$ cat src/rtl/ex_muldiv_unit.sv
// ex_muldiv_unit: multi-cycle integer multiply/divide unit for the EX stage.
//
// Owns the architectural HI/LO registers. A MULT/MULTU/DIV/DIVU issued with
// Start runs for WIDTH radix-2 iterations (shift-add or restoring
// shift-subtract) on magnitudes, then a fix-up cycle applies the result
// signs and writes HI/LO. Stall tells the hazard logic to hold the ID/EX
// register while a dependent instruction must wait for the unit.
//
// Optional build macro: MULDIV_FAST_MULT_EN -- MULT/MULTU use a one-cycle
// combinational multiplier and skip the iterative phase.
//
// Ports:
//   Clock    in   rising-edge clock
//   Reset    in   asynchronous active-high reset
//   Start    in   issue a multiply/divide this cycle
//   Op       in   00 MULT, 01 MULTU, 10 DIV, 11 DIVU
//   SrcA     in   multiplicand / dividend (rs)
//   SrcB     in   multiplier / divisor (rt)
//   HiLoRead in   instruction in EX is MFHI/MFLO
//   MTHI     in   write MTData to HI
//   MTLO     in   write MTData to LO
//   MTData   in   data for MTHI/MTLO
//   Cancel   in   abort the in-flight operation
//   Busy     out  operation in progress
//   Done     out  one-cycle pulse after HI/LO are written by an operation
//   Stall    out  combinational hold request to the upstream register
//   HI       out  product high word / remainder
//   LO       out  product low word / quotient
module ex_muldiv_unit #(
  parameter int WIDTH = 32
) (
  input  logic             Clock,
  input  logic             Reset,
  input  logic             Start,
  input  logic [1:0]       Op,
  input  logic [WIDTH-1:0] SrcA,
  input  logic [WIDTH-1:0] SrcB,
  input  logic             HiLoRead,
  input  logic             MTHI,
  input  logic             MTLO,
  input  logic [WIDTH-1:0] MTData,
  input  logic             Cancel,
  output logic             Busy,
  output logic             Done,
  output logic             Stall,
  output logic [WIDTH-1:0] HI,
  output logic [WIDTH-1:0] LO
);

  localparam int CW = $clog2(WIDTH) + 1;

  typedef enum logic [1:0] {IDLE, CALC, FIX} state_t;

  state_t state, state_next;

  logic [CW-1:0]        cnt;
  logic [2*WIDTH-1:0]   acc;
  logic [WIDTH-1:0]     opnd;
  logic                 is_div;
  logic                 neg_lo;
  logic                 neg_hi;

  logic                 op_signed, op_div, a_neg, b_neg, fast, start_ok;
  logic [WIDTH-1:0]     a_mag, b_mag;
  logic [WIDTH:0]       mul_sum, div_trial;
  logic [2*WIDTH-1:0]   mul_next, div_next, prod_fix;
  logic [WIDTH-1:0]     quo_fix, rem_fix;

  // Operand decode: magnitudes and sign flags for the issuing instruction
  assign op_signed = ~Op[0];
  assign op_div    = Op[1];
  assign a_neg     = op_signed & SrcA[WIDTH-1];
  assign b_neg     = op_signed & SrcB[WIDTH-1];
  assign a_mag     = a_neg ? -SrcA : SrcA;
  assign b_mag     = b_neg ? -SrcB : SrcB;

`ifdef MULDIV_FAST_MULT_EN
  logic [2*WIDTH-1:0] fast_prod;
  assign fast      = ~op_div;
  assign fast_prod = {{WIDTH{1'b0}}, a_mag} * {{WIDTH{1'b0}}, b_mag};
`else
  assign fast      = 1'b0;
`endif

  // Cancel in IDLE outranks a simultaneous Start
  assign start_ok = (state == IDLE) & Start & ~Cancel;

  assign Busy  = (state != IDLE);
  assign Stall = Busy & (Start | HiLoRead | MTHI | MTLO);

  // Multiply step: add multiplicand to the upper half if the multiplier LSB
  // is set, then shift the whole accumulator right (carry becomes the MSB).
  assign mul_sum  = {1'b0, acc[2*WIDTH-1:WIDTH]} + {1'b0, (acc[0] ? opnd : {WIDTH{1'b0}})};
  assign mul_next = {mul_sum, acc[WIDTH-1:1]};

  // Restoring divide step: partial remainder (upper half) shifted left with
  // the next dividend bit; keep the difference when it does not borrow.
  // Quotient bits shift into the lower half as the dividend shifts out.
  assign div_trial = acc[2*WIDTH-1:WIDTH-1] - {1'b0, opnd};
  assign div_next  = div_trial[WIDTH] ? {acc[2*WIDTH-2:0], 1'b0}
                                      : {div_trial[WIDTH-1:0], acc[WIDTH-2:0], 1'b1};

  // Sign fix-up applied in FIX
  assign prod_fix = neg_lo ? -acc : acc;
  assign quo_fix  = neg_lo ? -acc[WIDTH-1:0] : acc[WIDTH-1:0];
  assign rem_fix  = neg_hi ? -acc[2*WIDTH-1:WIDTH] : acc[2*WIDTH-1:WIDTH];

  always_ff @(posedge Clock or posedge Reset) begin
    if (Reset) state <= IDLE;
    else       state <= state_next;
  end

  always_comb begin
    state_next = state;
    case (state)
      IDLE: if (start_ok) state_next = fast ? FIX : CALC;
      CALC: begin
        if (Cancel)                       state_next = IDLE;
        else if (cnt == CW'(WIDTH - 1))   state_next = FIX;
      end
      FIX:     state_next = IDLE;
      default: state_next = IDLE;
    endcase
  end

  always_ff @(posedge Clock or posedge Reset) begin
    if (Reset) begin
      cnt    <= '0;
      acc    <= '0;
      opnd   <= '0;
      is_div <= 1'b0;
      neg_lo <= 1'b0;
      neg_hi <= 1'b0;
      HI     <= '0;
      LO     <= '0;
      Done   <= 1'b0;
    end else begin
      Done <= 1'b0;
      case (state)
        // Issue: capture magnitudes, sign flags and op
        IDLE: begin
          if (start_ok) begin
            is_div <= op_div;
            cnt    <= '0;
            neg_hi <= a_neg;
            // Divide by zero keeps the quotient all ones and remainder = SrcA
            neg_lo <= op_div ? ((a_neg ^ b_neg) & (SrcB != '0)) : (a_neg ^ b_neg);
            opnd   <= op_div ? b_mag : a_mag;
`ifdef MULDIV_FAST_MULT_EN
            acc    <= op_div ? {{WIDTH{1'b0}}, a_mag} : fast_prod;
`else
            acc    <= op_div ? {{WIDTH{1'b0}}, a_mag} : {{WIDTH{1'b0}}, b_mag};
`endif
          end else if (!Start) begin
            if (MTHI) HI <= MTData;
            if (MTLO) LO <= MTData;
          end
        end
        // Iterate: one radix-2 step per edge
        CALC: begin
          if (!Cancel) begin
            acc <= is_div ? div_next : mul_next;
            cnt <= cnt + 1'b1;
          end
        end
        // Fix-up: apply signs, commit HI/LO
        FIX: begin
          if (!Cancel) begin
            if (is_div) begin
              HI <= rem_fix;
              LO <= quo_fix;
            end else begin
              HI <= prod_fix[2*WIDTH-1:WIDTH];
              LO <= prod_fix[WIDTH-1:0];
            end
            Done <= 1'b1;
          end
        end
        default: ;
      endcase
    end
  end

endmodule

$ cat config.mk
export PLATFORM = sky130hd
export DESIGN_NAME = ex_muldiv_unit
export DESIGN_NICKNAME = d
export VERILOG_FILES = /design/src/rtl/ex_muldiv_unit.sv
export SDC_FILE = /design/constraint.sdc
export NUM_CORES = 1
export LEC_CHECK = 0
export CAP_MARGIN = 20
export CORE_MARGIN = 8
export CORE_UTILIZATION = 55
export CTS_CLUSTER_DIAMETER = 150
export DETAILED_ROUTE_END_ITERATION = 6
export GPL_TIMING_DRIVEN = 0
export HOLD_SLACK_MARGIN = 0.02
export PLACE_DENSITY = 0.89
export SYNTH_ARGS = -nofsm -noshare
export SYNTH_HDL_FRONTEND = slang
export SYNTH_SLANG_ARGS = --single-unit
$ cat constraint.sdc
create_clock -name Clock -period 6.4 [get_ports Clock]
set_input_delay 0.96 -clock Clock [delete_from_list [all_inputs] [get_ports Clock]]
set_output_delay 0.96 -clock Clock [all_outputs]
set_load 0.02 [all_outputs]
# After elaboration in Yosys (flattened, before gate mapping)
# Cells that the tools add are included.
# totals
rom_bits	0
input_bits	105
wordCells	86
out_inout_bits	67
regBits	172
mem_count	0
latchBits	0
ramBits	0
# classes
bitwise	12
shift	0
mux	35
multipliers	0
reduce_logical	10
order_cmp	0
addsub	8
n_div	0
eq_ne	11
# ops
op	n
$mux 32	17
$mux 64	5
$neg 32->32	4
$pmux 32 s2	2
$pmux 64 s2	1
$neg 64->64	1
$add 32x32->33	1
$sub 33x32->33	1
$reduce_bool 32->1	1
$ne 2x2->1 const B	7
$mux 6	2
$pmux 6 s2	1
$reduce_and 5->1	2
$add 6x1->6 const B	1
$and 1x1->1	6
$eq 6x5->1 const B	1
$mux 2	3
$reduce_bool 2->1	3
$pmux 2 s2	1
$reduce_and 2->1	2
$mux 1	3
$ne 3x3->1 const B	1
$or 1x1->1	3
$reduce_and 3->1	1
5 further kinds	6

# Depth between registers and ports, before layout
# Gate-level depths: netlist of the first run.
# depth
word_depth	6
ltp_mapped	15

# Least setup slack after synthesis of the first run
# Ideal clock, no wire load.
# synth_path
path_kind	reg2reg
from	reg acc[0]
to	reg acc[59]
setup_slack_ns	2.963
setup_ns	0.126
arrival_time_ns	3.311
path_stages_with_launch	15
path_cell_list	dfrtp_1 -> inv_1 -> clkbuf_1 -> nor2_1 -> ha_1 -> a21oi_1 -> o21ai_0 -> or4_1 -> nor2_1 -> o31ai_1 -> a221oi_1 -> o21ai_0 -> nor2b_1 -> xor2_1 -> a221o_1
# synth_via
elab_chain_len	5
# synth_lines
item	line	text
start, declared	57	logic [2*WIDTH-1:0] acc;
start signal, assigned	152	acc <= op_div ? {{WIDTH{1'b0}}, a_mag} : {{WIDTH{1'b0}}, b_mag};
start signal, assigned	162	acc <= is_div ? div_next : mul_next;
$mux 32	93	assign mul_sum = {1'b0, acc[2*WIDTH-1:WIDTH]} + {1'b0, (acc[0] ? opnd : {WIDTH{1'b0}})};
$add 32x32->33	93	
$mux 64	162	
$mux 64	161	if (!Cancel) begin
$pmux 64 s2	139	case (state)
# Every way passes these cells. The select of a mux whose other input is x is not followed.
# A chain may end at the register's enable or synchronous reset.

# Final worst setup path of the first run
# layout_path
from	reg acc[31]
to	reg acc[32]
# layout_via
elab_chain_len	5
# layout_lines
item	line	text
$sub 33x32->33	99	assign div_trial = acc[2*WIDTH-1:WIDTH-1] - {1'b0, opnd};
$mux 64 (*)	100	assign div_next = div_trial[WIDTH] ? {acc[2*WIDTH-2:0], 1'b0}
$mux 64 (*)	162	
$mux 64 (*)	161	
$pmux 64 s2 (*)	139	
# Mark *: on every way between the ends. The rest lies on a longest branch, timed or not. The select of a mux whose other input is x is not followed.

==> reports/qor.txt, run 1 <==
Vias = 17200
Final Cycle Share = 79.6%
Buffers on Ports = 169
Switching share of power = 50.7%
Synth top area cells = dfrtp_1, a21oi_1, xnor2_1
Resize count post-CTS = 0
CP Buf/Inv Count = 2
Cell family with the largest share of critical-path delay = simple AND/OR/NAND/NOR gates
Max-Cap Viols = 0
Worst vdd ir = 237 µV
Gr ovfl total = 0
All-Layer GR Usage = 35.8%
Post-synth top flop = dfrtp_1
Die height = 181 µm
CTS Hold Bufs = 0
Register Area = 4300 µm²
Clk pwr share = 15.9%
Min-delay worst type = register to register
Fmax = 0.196 GHz
Worst-Margin Slew = 1100 ps
Post-synthesis sequential area ratio = 28.6%
CTS clk-pin slew, worst paths = 70 ps
Die Area = 32900 µm²
Synth-to-layout area growth = 18.5%
Min Clock Period, post-route = 5090 ps
Asr flop ratio synth = 100%
Dpl ws = 1680 ps
Synth area leader = dfrtp_1
Share of layout cells above drive strength 1 = 2.90%
PwrDens = 386 nW/µm²
Arrival @ worst endpoint = 5430 ps
Sequential group share of total power = 26.0%
Layout Utilization = 66.3%
Multi-input gate area = 9980 µm²
Worst path cell trace = inv_1 > ha_1 > fa_1 > nand2b_1 > a21o_1 > a211oi_1 > o2111ai_1 > nand3_1 > o21a_1 > nor3_1 > nor2_1 > clkbuf_1 > nand2_1 > a31o_2
Switching Power = 3490 µW
R2r setup slk = 1310 ps
Setup ws final = 1310 ps
Fin nets = 2369
Distinct cells, synth = 75
# IOs = 172
Worst skew pair latency = 460 ps
Initial Util = 56.0%
Violated checks = DRC
Vias in the first global route = 16200
TritonCTS buffer count = 17
Gate count after technology mapping = 2004
Combinational Power Share = 58.1%
Post-route ant nets = 0
Int Pwr = 3390 µW
Final HPWL from detailed placement = 46900 µm
CP max FO = 10
Final wirelength = 61100 µm
Wire per inst = 24.0 µm
DRC = 11
Synth Cell Area = 15000 µm²
Status = finished with violations
Syn. warnings = 0
Root Buffer = clkbuf_16
Fill cells = 2229
Final setup fails = 0
DRT Pass-1 Iters = 7
Routability cong. = 1.11
Clock buffer depth = 2
FP Rows = 60
Via density per instance = 6.75
CTS H-Tree Depth = 4
CTS tree = yes
Rel. slew slack = 26.6%
Worst Setup End Kind = register
Initial antenna violation count = 0
Slowest cell delay on critical path = 860 ps
Mean post-synth cell area = 7.51 µm²
Post-synth EDFFs = 0
Startpoint Class = register
RSZ-0062 raised after global routing = no
Postcts setup bufs = 0
Final hold vios = 0
Crit path kind = register to register
Die X-Extent = 181 µm
First-pass GRT wire length = 92600 µm
Largest net degree at the start of global routing = 92
Area fraction of the dominant cell type after synthesis = 28.6%
Final Skew = 17.9 ps
Required time of the critical path = 6740 ps
Core ar. = 26900 µm²
Initial drt markers = 2628
CP max stage cell = nor2_1
Clk sinks = 172
Pleak = 0.00752 µW
Slew Limit Fails = 0
Synthesis-stage register bit count = 172
Total Power = 6880 µW
Syn_nets = 2180
[area by class of cell]
type	instances	area share, %
well taps	341	2.39
flip-flops and latches	172	24.2
repair buffers	170	9.65
plain buffers	123	2.71
diodes	1	0.0140
clock inverters	15	1.11
inverters	73	1.58
clock buffers	17	2.39
multi-input cells	1636	56.0
[worst register-to-register path, cell delays in order, from the launching register on]
cell and delay (ps):
dfrtp_1 520, inv_1 150, ha_1 260, fa_1 410, nand2b_1 210, a21o_1 230, a211oi_1 540, o2111ai_1 300
nand3_1 220, o21a_1 160, nor3_1 150, nor2_1 860, clkbuf_1 600, nand2_1 120, a31o_2 270
[metrics by stage]
step | TNS (ps) | hold slack, ps | instances | instance area [µm²]
global placement | -253370 | 462 | 2514 | 17200
global route | 0 | 498 | 2547 | 17800
finish | 0 | 483 | 2548 | 17800
CTS | 0 | 475 | 2547 | 17800
floorplan | 0 | 442 | 2004 | 15000
detailed placement | 0 | 470 | 2515 | 17200
[final timing paths]
path                                     startpoint              endpoint  cells after the start
worst max-delay path            acc[31]$_DFFE_PP0P_   acc[32]$_DFFE_PP0P_                     14
worst min-delay path             cnt[5]$_DFFE_PP0P_  state[1]$_DFFE_PP0P_                      1
worst max register to register  acc[31]$_DFFE_PP0P_   acc[32]$_DFFE_PP0P_                     14
worst min register to register   cnt[5]$_DFFE_PP0P_  state[1]$_DFFE_PP0P_                      1
max in group asynchronous                     Reset  opnd[24]$_DFFE_PP0P_                      3
min in group asynchronous                     Reset    HI[16]$_DFFE_PP0P_                      2
[power groups by stage]
stage / clock (µW) / sequential [µW] / combinational [µW]
2_1_floorplan: 0 / 1710 / 2590
3_3_place_gp: 0 / 1750 / 3720
3_5_place_dp: 0 / 1770 / 3800
4_1_cts: 1080 / 1750 / 3850
5_1_grt: 1130 / 1800 / 4290
6_report: 1090 / 1790 / 4000
[registers in the layout (all words and copies together), names as in the netlist]
register  flops
neg_lo        1
is_div        1
state         2
LO           32
neg_hi        1
acc          64
Done          1
HI           32
cnt           6
opnd         32
[layout by cell type, fill, tap and decap left out, drive strengths merged, types with 20 or more instances in the layout]
master | Yosys | layout
nor3 | 49 | 49
o21ai | 171 | 171
and2 | 22 | 22
or3 | 22 | 22
xor2 | 50 | 50
nand2 | 210 | 210
dfrtp | 172 | 172
nand2b | 21 | 21
o31ai | 37 | 37
nor4 | 20 | 20
inv | 73 | 77
mux2i | 36 | 36
a21o | 37 | 37
nand3 | 72 | 72
a21oi | 231 | 231
clkdlybuf4s50 | 0 | 169
ha | 69 | 69
xnor2 | 119 | 119
clkbuf | 105 | 122
nor2 | 230 | 230
[routing by layer]
layer	vias up	routed length, µm	part of all wire [%]	GRT usage, %
met5	-	0	0	0
met4	0	4260	7.0	23.4
met3	295	7890	13	8.96
met2	1419	26100	43	54.7
met1	7954	22800	37	44.5
li1	7537	-	-	-
[cells in the mapped netlist, drive strengths merged (16+ instances only)]
library cell,instances
a21o,37
a21oi,231
a22oi,19
a31oi,16
and2,22
buf,18
clkbuf,105
dfrtp,172
ha,69
inv,73
mux2i,36
nand2,210
nand2b,21
nand3,72
nor2,230
nor2b,18
nor3,49
nor4,20
o21ai,171
o31ai,37
or3,22
xnor2,119
xor2,50
[cells by family (layout without fill, tap and decap cells)]
group,Yosys count,in the layout,synth area share [%]
muxes,39,39,2.62
and+or+nand+nor,719,719,22.0
AOI/OAI and AO/OA,638,638,25.9
other,0,1,0
buffers and inverters,196,398,5.03
xor gates and xnor gates,169,169,9.84
DFF,172,172,28.6
adders and majority gates,71,71,6.01
Note: power is estimated with default switching activity, not from simulation.
==> run 2, diff against run 1 <==
Clock period 6.4 ns to 5.1 ns, I/O delays scaled along.
==> reports/qor.txt, run 2 (synthesis gave the netlist of run 1 again) <==
Reg2Reg Launch Point = acc[32]$_DFFE_PP0P_ (was acc[31]$_DFFE_PP0P_)
Post-route ant nets = 0 (unchanged)
Fmax = 0.204 GHz (was 0.196 GHz)
CTS H-Tree Depth = 4 (unchanged)
Startpoint Class = register (unchanged)
Worst path most repeated cell = nand3_1
Max-Cap Viols = 0 (unchanged)
R2r setup slk = 190 ps (was 1310 ps)
Reg with most FFs = acc (unchanged)
Die X-Extent = 181 µm (unchanged)
Core ar. = 26900 µm² (unchanged)
CP max stage cell = a211oi_1 (was nor2_1)
Final wirelength = 62600 µm (was 61100 µm)
Buffers on Ports = 169 (unchanged)
Min-delay worst type = register to register (unchanged)
PwrDens = 485 nW/µm² (was 386 nW/µm²)
Min Clock Period, post-route = 4910 ps (was 5090 ps)
Final setup fails = 0 (unchanged)
Vias in the first global route = 16000 (was 16200)
Share of layout cells above drive strength 1 = 3.21% (was 2.90%)
Hold wc startpoint = LO[7]$_DFFE_PP0P_ (was cnt[5]$_DFFE_PP0P_)
Gr ovfl total = 0 (unchanged)
Largest register FFs = 64 (unchanged)
Root Buffer = clkbuf_16 (unchanged)
Multi-input gate area = 9990 µm² (was 9980 µm²)
Clock buffer depth = 2 (unchanged)
Die Area = 32900 µm² (unchanged)
Wire per inst = 24.5 µm (was 24.0 µm)
Commonest non-fill, non-tap cell in the layout = a21oi_1 (unchanged)
Slowest cell delay on critical path = 620 ps (was 860 ps)
DRC = 0 (was 11)
Fin nets = 2374 (was 2369)
Initial drt markers = 2412 (was 2628)
Routability cong. = 0.990 (was 1.11)
N_diodes = 0 (was 1)
Hold Path Depth = 2 (was 1)
TritonCTS buffer count = 17 (unchanged)
Post-DP Area = 17300 µm² (was 17200 µm²)
Post-route cell area = 17900 µm² (was 17800 µm²)
Worst skew pair latency = 460 ps (about the same)
Layout Utilization = 66.6% (was 66.3%)
Non-filler instance count after layout = 2552 (was 2548)
Vias = 16900 (was 17200)
Register Area = 4300 µm² (unchanged)
Arrival @ worst endpoint = 5220 ps (was 5430 ps)
CP max FO = 10 (unchanged)
Total negative slack = 0 ps (unchanged)
Reg2Reg Capture Point = acc[50]$_DFFE_PP0P_ (was acc[32]$_DFFE_PP0P_)
Worst path cell trace = inv_1 > fa_1 > nand2b_1 > a21o_1 > a211oi_1 > o2111ai_1 > nand3_1 > o21ai_0 > nand3_1 > nand2_1 > clkbuf_1 > o31ai_1 > o22ai_1 (was inv_1 > ha_1 > fa_1 > nand2b_1 > a21o_1 > a211oi_1 > o2111ai_1 > nand3_1 > o21a_1 > nor3_1 > nor2_1 > clkbuf_1 > nand2_1 > a31o_2)
Largest net degree at the start of global routing = 40 (was 92)
Fill cells = 2333 (was 2229)
Worst R2R Path Depth = 13 (was 14)
CTS tree = yes (unchanged)
Dpl ws = 389 ps (was 1680 ps)
Worst Setup End Kind = register (unchanged)
Worst vdd ir = 292 µV (was 237 µV)
Final HPWL from detailed placement = 49100 µm (was 46900 µm)
Crit path kind = register to register (unchanged)
Slew Limit Fails = 0 (unchanged)
Placed cell count = 2519 (was 2515)
Pleak = 0.00756 µW (was 0.00752 µW)
Leading cell types in the layout, fill and taps excluded = a21oi_1, nor2_1, nand2_1 (unchanged)
Required time of the critical path = 5410 ps (was 6740 ps)
FP Rows = 60 (unchanged)
Setup ws final = 191 ps (was 1310 ps)
Synth-to-layout area growth = 19.0% (was 18.5%)
Clk sinks = 172 (unchanged)
Worst-Margin Slew = 957 ps (was 1100 ps)
CTS clk-pin slew, worst paths = 90 ps (was 70 ps)
Final Cycle Share = 96.3% (was 79.6%)
Die height = 181 µm (unchanged)
Final hold vios = 0 (unchanged)
DRT Pass-1 Iters = 6 (was 7)
All-Layer GR Usage = 36.9% (was 35.8%)
Initial Util = 56.0% (unchanged)
First-pass GRT wire length = 94700 µm (was 92600 µm)
Postcts setup bufs = 0 (unchanged)
Final Skew = 19.6 ps (was 17.9 ps)
# IOs = 172 (unchanged)
Via density per instance = 6.63 (was 6.75)
Worst Hold Endpoint = LO[7]$_DFFE_PP0P_ (was state[1]$_DFFE_PP0P_)
Rel. slew slack = 35.7% (was 26.6%)
Initial antenna violation count = 0 (unchanged)
Status = complete, no violations (was finished with violations)
RSZ-0062 raised after global routing = no (unchanged)
-- run 2: cell types whose count changed in the layout (fill, tap and decap cells not counted), sizes merged --
cell    change
clkbuf      +1
inv         +3
clkinv      -3
diode       -1
buf         +4
-- run 2: timing repair --
action	CTS	global route
resized for setup	0	2
endpoints found under the setup margin	0	4
endpoints found under the hold margin	0	0
hold buffers	0	0
-- run 2: critical path, delay by kind of cell, from the launching register on --
family	cells	cell delay, ps
adders and majority gates	1	480
and+or+nand+nor	4	1030
AOI/OAI and AO/OA	6	1960
buffers and inverters	2	700
DFF	1	610
-- run 2: routing by layer --
metal	track usage [%]	part of all wire [%]	vias up
li1	-	-	7550
met1	46.5	39	7845
met2	57.0	44	1257
met3	9.08	11	271
met4	21.2	6.3	0
met5	0.922	0	-
-- run 2: worst max path at each step --
stage                             start                   to  slack (ps)
finish              acc[32]$_DFFE_PP0P_  acc[50]$_DFFE_PP0P_         190
global route        acc[31]$_DFFE_PP0P_  acc[50]$_DFFE_PP0P_         140
CTS                 acc[31]$_DFFE_PP0P_  acc[50]$_DFFE_PP0P_         310
detailed placement  acc[31]$_DFFE_PP0P_  acc[62]$_DFFE_PP0P_         390
global placement    acc[31]$_DFFE_PP0P_  acc[32]$_DFFE_PP0P_         420
floorplan            acc[0]$_DFFE_PP0P_  acc[59]$_DFFE_PP0P_        1660
-- run 2: layout make-up --
class | instances | area share, %
inverters | 73 | 1.55
well taps | 341 | 2.38
clock buffers | 17 | 2.38
multi-input cells | 1636 | 55.8
clock inverters | 15 | 1.11
plain buffers | 123 | 2.70
repair buffers | 175 | 10.0
flip-flops and latches | 172 | 24.0
-- run 2: where the power goes --
part,total (µW),switching [µW],internal (µW)
logic,5020,3130,1890
clock network,1410,729,679
registers,2250,556,1700
-- run 2: through the flow --
| step | power [µW] | hold slack [ps] |
|---|---|---|
| finish | 8680 | 486 |
| global route | 9150 | 501 |
| CTS | 8480 | 476 |
| detailed placement | 7070 | 464 |
| global placement | 6980 | 460 |
| floorplan | 5400 | 442 |
